--- src/rtl/ls_mem_unit.sv ---
// ls_mem_unit: byte-serial load/store responder between the LS execute stage
// and the 8-bit unified RAM port. Loads are assembled little-endian and
// sign/zero-extended before a one-cycle writeback strobe; stores complete
// silently. Optional feature macro: LS_MISALIGN_TRAP_EN adds a `misalign`
// output and rejects misaligned half/word requests without touching memory.
module ls_mem_unit #(
    parameter int ADDR_W = 32
) (
    input  logic              clk,
    input  logic              rst_n,
    input  logic              req_valid,
    output logic              req_ready,
    input  logic [3:0]        req_op,
    input  logic [31:0]       req_addr,
    input  logic [31:0]       req_data,
    input  logic [4:0]        req_target,
    input  logic              flush,
    output logic [ADDR_W-1:0] mem_a,
    output logic              mem_wr,
    output logic [7:0]        mem_dout,
    input  logic [7:0]        mem_din,
    output logic              wb_en,
    output logic [4:0]        wb_target,
`ifdef LS_MISALIGN_TRAP_EN
    output logic              misalign,
`endif
    output logic [31:0]       wb_data
);

    typedef enum logic [2:0] {
        S_IDLE,
        S_ACCESS,
        S_LAST,
        S_WB,
        S_TRAP
    } state_e;

    state_e            state_q, state_d;
    logic [3:0]        op_q, op_d;
    logic [ADDR_W-1:0] addr_q, addr_d;
    logic [31:0]       data_q, data_d;
    logic [4:0]        target_q, target_d;
    logic [1:0]        cnt_q, cnt_d;
    logic [31:0]       asm_q, asm_d;
    logic [ADDR_W-1:0] mem_a_q, mem_a_d;
    logic              mem_wr_q, mem_wr_d;
    logic [7:0]        mem_dout_q, mem_dout_d;
    logic              wb_en_q, wb_en_d;
    logic [4:0]        wb_target_q, wb_target_d;
    logic [31:0]       wb_data_q, wb_data_d;
`ifdef LS_MISALIGN_TRAP_EN
    logic              misalign_q, misalign_d;
`endif

    logic        req_trap;
    logic [1:0]  last_idx;
    logic [1:0]  cnt_p1;
    logic [1:0]  cnt_m1;
    logic [31:0] asm_full;
    logic [31:0] ext_val;

`ifdef LS_MISALIGN_TRAP_EN
    // Half on an odd address, or word (size 10/11) not on a 4-byte boundary.
    assign req_trap = ((req_op[1:0] == 2'b01) && req_addr[0]) ||
                      (req_op[1] && (req_addr[1:0] != 2'b00));
`else
    assign req_trap = 1'b0;
`endif

    // Index of the final byte: 0, 1 or 3 (reserved size behaves as a word).
    assign last_idx = (op_q[1:0] == 2'b00) ? 2'd0 :
                      (op_q[1:0] == 2'b01) ? 2'd1 : 2'd3;
    assign cnt_p1   = cnt_q + 2'd1;
    assign cnt_m1   = cnt_q - 2'd1;

    // Final load byte arrives in LAST; merge it and extend from bit 8N-1.
    always_comb begin
        asm_full = asm_q;
        asm_full[{last_idx, 3'b000} +: 8] = mem_din;
        case (op_q[1:0])
            2'b00:   ext_val = op_q[2] ? {24'h0, asm_full[7:0]}
                                       : {{24{asm_full[7]}}, asm_full[7:0]};
            2'b01:   ext_val = op_q[2] ? {16'h0, asm_full[15:0]}
                                       : {{16{asm_full[15]}}, asm_full[15:0]};
            default: ext_val = asm_full;
        endcase
    end

    // Next-state and registered-output logic for the access sequencer.
    always_comb begin
        // NOTE: every _d gets its hold/default value first so no path leaves a
        // variable unassigned, which would otherwise infer a latch.
        state_d     = state_q;
        op_d        = op_q;
        addr_d      = addr_q;
        data_d      = data_q;
        target_d    = target_q;
        cnt_d       = cnt_q;
        asm_d       = asm_q;
        mem_a_d     = mem_a_q;
        mem_wr_d    = 1'b0;
        mem_dout_d  = mem_dout_q;
        wb_en_d     = 1'b0;
        wb_target_d = wb_target_q;
        wb_data_d   = wb_data_q;
`ifdef LS_MISALIGN_TRAP_EN
        misalign_d  = 1'b0;
`endif
        case (state_q)
            S_IDLE: begin
                if (req_valid) begin
                    op_d     = req_op;
                    addr_d   = req_addr[ADDR_W-1:0];
                    data_d   = req_data;
                    target_d = req_target;
                    cnt_d    = 2'd0;
                    if (req_trap) begin
`ifdef LS_MISALIGN_TRAP_EN
                        misalign_d = 1'b1;
`endif
                        state_d = S_TRAP;
                    end else begin
                        // Present byte 0 in the first ACCESS cycle.
                        state_d  = S_ACCESS;
                        mem_a_d  = req_addr[ADDR_W-1:0];
                        mem_wr_d = req_op[3];
                        if (req_op[3]) begin
                            mem_dout_d = req_data[7:0];
                        end
                    end
                end
            end
            S_ACCESS: begin
                // Read data lags its address by one cycle.
                if (!op_q[3] && (cnt_q != 2'd0)) begin
                    asm_d[{cnt_m1, 3'b000} +: 8] = mem_din;
                end
                if (cnt_q == last_idx) begin
                    state_d = op_q[3] ? S_IDLE : S_LAST;
                end else begin
                    cnt_d    = cnt_p1;
                    mem_a_d  = addr_q + ADDR_W'(cnt_p1);
                    mem_wr_d = op_q[3];
                    if (op_q[3]) begin
                        mem_dout_d = data_q[{cnt_p1, 3'b000} +: 8];
                    end
                end
                // Stores always run to completion; only loads can be dropped.
                if (flush && !op_q[3]) begin
                    state_d = S_IDLE;
                end
            end
            S_LAST: begin
                asm_d = asm_full;
                if (flush) begin
                    state_d = S_IDLE;
                end else begin
                    state_d     = S_WB;
                    wb_en_d     = 1'b1;
                    wb_target_d = target_q;
                    wb_data_d   = ext_val;
                end
            end
            S_WB:    state_d = S_IDLE;
            S_TRAP:  state_d = S_IDLE;
            default: state_d = S_IDLE;
        endcase
    end

    // State and output registers with asynchronous reset.
    always_ff @(posedge clk or negedge rst_n) begin
        // NOTE: sequential state uses non-blocking assignments so every
        // register samples its pre-edge value regardless of statement order.
        if (!rst_n) begin
            state_q     <= S_IDLE;
            op_q        <= '0;
            addr_q      <= '0;
            data_q      <= '0;
            target_q    <= '0;
            cnt_q       <= '0;
            asm_q       <= '0;
            mem_a_q     <= '0;
            mem_wr_q    <= 1'b0;
            mem_dout_q  <= '0;
            wb_en_q     <= 1'b0;
            wb_target_q <= '0;
            wb_data_q   <= '0;
`ifdef LS_MISALIGN_TRAP_EN
            misalign_q  <= 1'b0;
`endif
        end else begin
            state_q     <= state_d;
            op_q        <= op_d;
            addr_q      <= addr_d;
            data_q      <= data_d;
            target_q    <= target_d;
            cnt_q       <= cnt_d;
            asm_q       <= asm_d;
            mem_a_q     <= mem_a_d;
            mem_wr_q    <= mem_wr_d;
            mem_dout_q  <= mem_dout_d;
            wb_en_q     <= wb_en_d;
            wb_target_q <= wb_target_d;
            wb_data_q   <= wb_data_d;
`ifdef LS_MISALIGN_TRAP_EN
            misalign_q  <= misalign_d;
`endif
        end
    end

    assign req_ready = (state_q == S_IDLE);
    assign mem_a     = mem_a_q;
    assign mem_wr    = mem_wr_q;
    assign mem_dout  = mem_dout_q;
    assign wb_en     = wb_en_q;
    assign wb_target = wb_target_q;
    assign wb_data   = wb_data_q;
`ifdef LS_MISALIGN_TRAP_EN
    assign misalign  = misalign_q;
`endif

endmodule

--- config.mk ---
export PLATFORM = sky130hd
export DESIGN_NAME = ls_mem_unit
export DESIGN_NICKNAME = d
export VERILOG_FILES = /design/src/rtl/ls_mem_unit.sv
export SDC_FILE = /design/constraint.sdc
export NUM_CORES = 1
export LEC_CHECK = 0
export ABC_AREA = 0
export CORE_ASPECT_RATIO = 0.5
export CORE_MARGIN = 10
export CORE_UTILIZATION = 55
export CTS_BUF_LIST = sky130_fd_sc_hd__clkbuf_16
export CTS_CLUSTER_SIZE = 28
export DETAILED_ROUTE_END_ITERATION = 12
export DONT_BUFFER_PORTS = 1
export PLACE_DENSITY = 0.74
export SLEW_MARGIN = 20
export SYNTH_ARGS = -nofsm -noshare
export SYNTH_HDL_FRONTEND = slang
export SYNTH_SLANG_ARGS = --single-unit
--- constraint.sdc ---
create_clock -name clk -period 6.2 [get_ports clk]
set_clock_uncertainty 0.05 [all_clocks]
set_input_delay 1.24 -clock clk [delete_from_list [all_inputs] [get_ports clk]]
set_output_delay 1.24 -clock clk [all_outputs]
set_load 0.005 [all_outputs]
==> results.yml <==
logic_synthesis:
  synth_cell_type_count: 55
  avgSynthCellArea_um2: 9.71
  synth_edf_count: 0
  ys.flop_type: "dfrtp_1"
  yosysWarnings: 0
  ys_async_sr_fraction_pct: 100
  synth_area_leader_cell: "dfrtp_1"
  synth_top_area_share_pct: 54.8
  syn_nets: 939
  synthTopCellsByArea: "dfrtp_1 (55%), nand2_1 (14%), mux2i_1 (2.9%), o21ai_0 (2.6%), a22o_1 (2.5%)"
  syn_inst: 847
  netlist_area_um2: 8220
  synth_seq_cells: 180
  seq_area_frac_synth_pct: 54.8
die:
  die_x_um: 193
  fp.coreArea_um2: 14500
  die_area_um2: 20500
  io_pins: 165
  fp.dieH_um: 106
  rows: 31
  start_util_pct: 56.5
sta:
  fmax_ghz: 0.286
  slew_violations: 0
  setup_tns_ps: 0
  relSlewSlack_pct: 28.4
  setup_viol: 0
  worstMarginPinSlew_ps: 1070
  final_hold_viol_count: 0
  layout_min_cycle_time_ps: 3490
  rsz0062_at_grt: "false"
  timing.hold.ws_ps: 420
  min_period_over_period_pct: 56.3
layout:
  layout_commonest_cell: "nand2_1"
  layout_common_cells: "nand2_1 (299), dfrtp_1 (180), o21ai_0 (42)"
  nNetsFinal: 918
  ff_latch_area_um2: 4500
  area_growth_pct: 8.31
  layout-drive-gt1-share_pct: 7.51
  multi_input_area_um2: 3490
  diodes: 0
  nFillCells: 1209
setup_path:
  end_kind: "register"
  start_kind: "register"
  cpMostUsedCell: "ha_1"
  crit_chain: "inv_1, ha_1, ha_1, a21oi_1, nor3_4, a311o_1, o221ai_1, o21ai_1"
  cp.required_ps: 6430
  worstPathMaxFanout: 19
  worstPathArrival_ps: 3720
  slowest_stage: "dfrtp_1"
  crit_type: "register to register"
  cpLargestDelayFamily: "adder cells"
  max_stage_delay_ps: 860
  worst-path-buf-inv: 1
clock_network:
  cts_root_buf: "clkbuf_16"
  clk_path_buf_depth: 2
  post-cts-setup-buffers: 0
  cts_max_level: 4
  cts_hold_buf: 0
  clock_latency_ps: 430
  cts_buffers: 17
  cts_resized: 0
  cts.sinks: 180
  clk_pin_slew_ps: 80
  cts_tree: "yes"
pwr:
  fin_total_pwr_mw: 4.97
  power.density_nw_per_um2: 558
  vdd_drop_max_uv: 234
  p_leak_nw: 4.18
drt:
  dr.first_iter.drc_count: 624
  vias: 6044
  drc: 0
  drtPass1Iterations: 5
  final_antenna_net_count: 0
  routedWlPerCell_um: 20.7
  vias_per_cell: 5.83
  drt_wl_total_um: 21500
global_routing:
  grt_antenna_before_repair: 0
  grt_max_degree: 181
  grtUsageMet3_pct: 6.56
  grtUsageMet1_pct: 27.1
  grt_pass1_wl_um: 34600
  grt_pass1_vias: 6233
  grt_util_met2_pct: 34.2
  overflow: 0
  grtUsageTotal_pct: 21.1
  busiest_layer: "met2"
flow_run:
  maxCapViolCount: 0
placed_design:
  hpwl_um: 14600
  gp_congestion: 0.857
  io_buffers: 0
worst_hold_path:
  hold_path_class: "register to register"
run_status:
  status: "completed"
## synth_stat cells (8+ instances only)
| master | number |
|---|---|
| nand4_1 | 12 |
| a21oi_1 | 28 |
| buf_2 | 13 |
| inv_1 | 12 |
| mux2i_1 | 24 |
| xnor2_1 | 12 |
| clkbuf_1 | 21 |
| o21ai_0 | 42 |
| mux4_2 | 8 |
| nor3_1 | 9 |
| dfrtp_1 | 180 |
| nand3_1 | 14 |
| a22oi_1 | 14 |
| nor2_1 | 38 |
| a22o_1 | 23 |
| xor2_1 | 16 |
| o211ai_1 | 9 |
| nand2_1 | 300 |
## metrics by stage
stage / setup slack, ps / util (%) / cells / area (um2)
2_1_floorplan: 3570 / - / 847 / 8220
3_3_place_gp: 2800 / 57.2 / 1005 / 8310
3_5_place_dp: 2680 / 57.2 / 1005 / 8310
4_1_cts: 2660 / 61.2 / 1037 / 8900
5_1_grt: 2380 / 61.2 / 1037 / 8900
6_report: 2710 / 61.2 / 1037 / 8900
## path summary, 6_finish.rpt
path	slack, ps	cells past startpoint	end	from
hold / removal	420	2	wb_target[4]$_DFFE_PN0P_	target_q[4]$_DFFE_PN0P_
setup / recovery	2710	8	mem_a[17]$_DFFE_PN0P_	cnt_q[0]$_DFFE_PN0P_
max in group asynchronous	5300	0	asm_q[9]$_DFFE_PN0P_	rst_n
hold reg to reg	420	2	wb_target[4]$_DFFE_PN0P_	target_q[4]$_DFFE_PN0P_
setup reg to reg	2710	8	mem_a[17]$_DFFE_PN0P_	cnt_q[0]$_DFFE_PN0P_
min in group asynchronous	460	0	addr_q[21]$_DFFE_PN0P_	rst_n
## metal layers
metal | wire length (um) | vias to the layer above
li1 | - | 2827
met1 | 8770 | 3006
met2 | 10500 | 189
met3 | 1940 | 22
met4 | 212 | 0
met5 | 0 | -
## cell families (layout without fill, tap and decap cells)
family	Yosys count	count (layout)	share of synthesized area, %
AND/OR/NAND/NOR	402	402	21.6
flip-flops	180	180	54.8
AO/OA/AOI/OAI	142	142	11.3
buffers and inverters	56	48	3.09
multiplexers	32	32	5.11
XOR/XNOR	28	28	2.98
adder cells (fa/ha/maj)	7	7	1.16
## flip-flops by register name (all words and copies together), names as in the netlist
name and cells:
data_q 32, asm_q 24, mem_wr 1, cnt_q 2, wb_data 32, mem_dout 8
wb_target 5, op_q 4, state_q 2, addr_q 32, wb_en 1, target_q 5
mem_a 32
## area by class of cell
type | instances | area share, %
sequential | 180 | 50.6
multi-input combinational | 611 | 39.2
clock buffer | 17 | 4.78
tap | 198 | 2.78
clock inverter | 15 | 1.85
inverter | 12 | 0.506
timing repair buffer | 4 | 0.337
## report_power, final
group	internal (mW)	switching [mW]
registers	1.72	0.559
clock network	0.541	0.523
logic	0.664	0.963
total	2.92	2.05
## tightest hold or removal path, cell delays in order, from the launching register on
cell and delay (ps):
dfrtp_1 340, nand2_1 50, nand2_1 50
No activity file was read; power rests on OpenSTA's default activity.
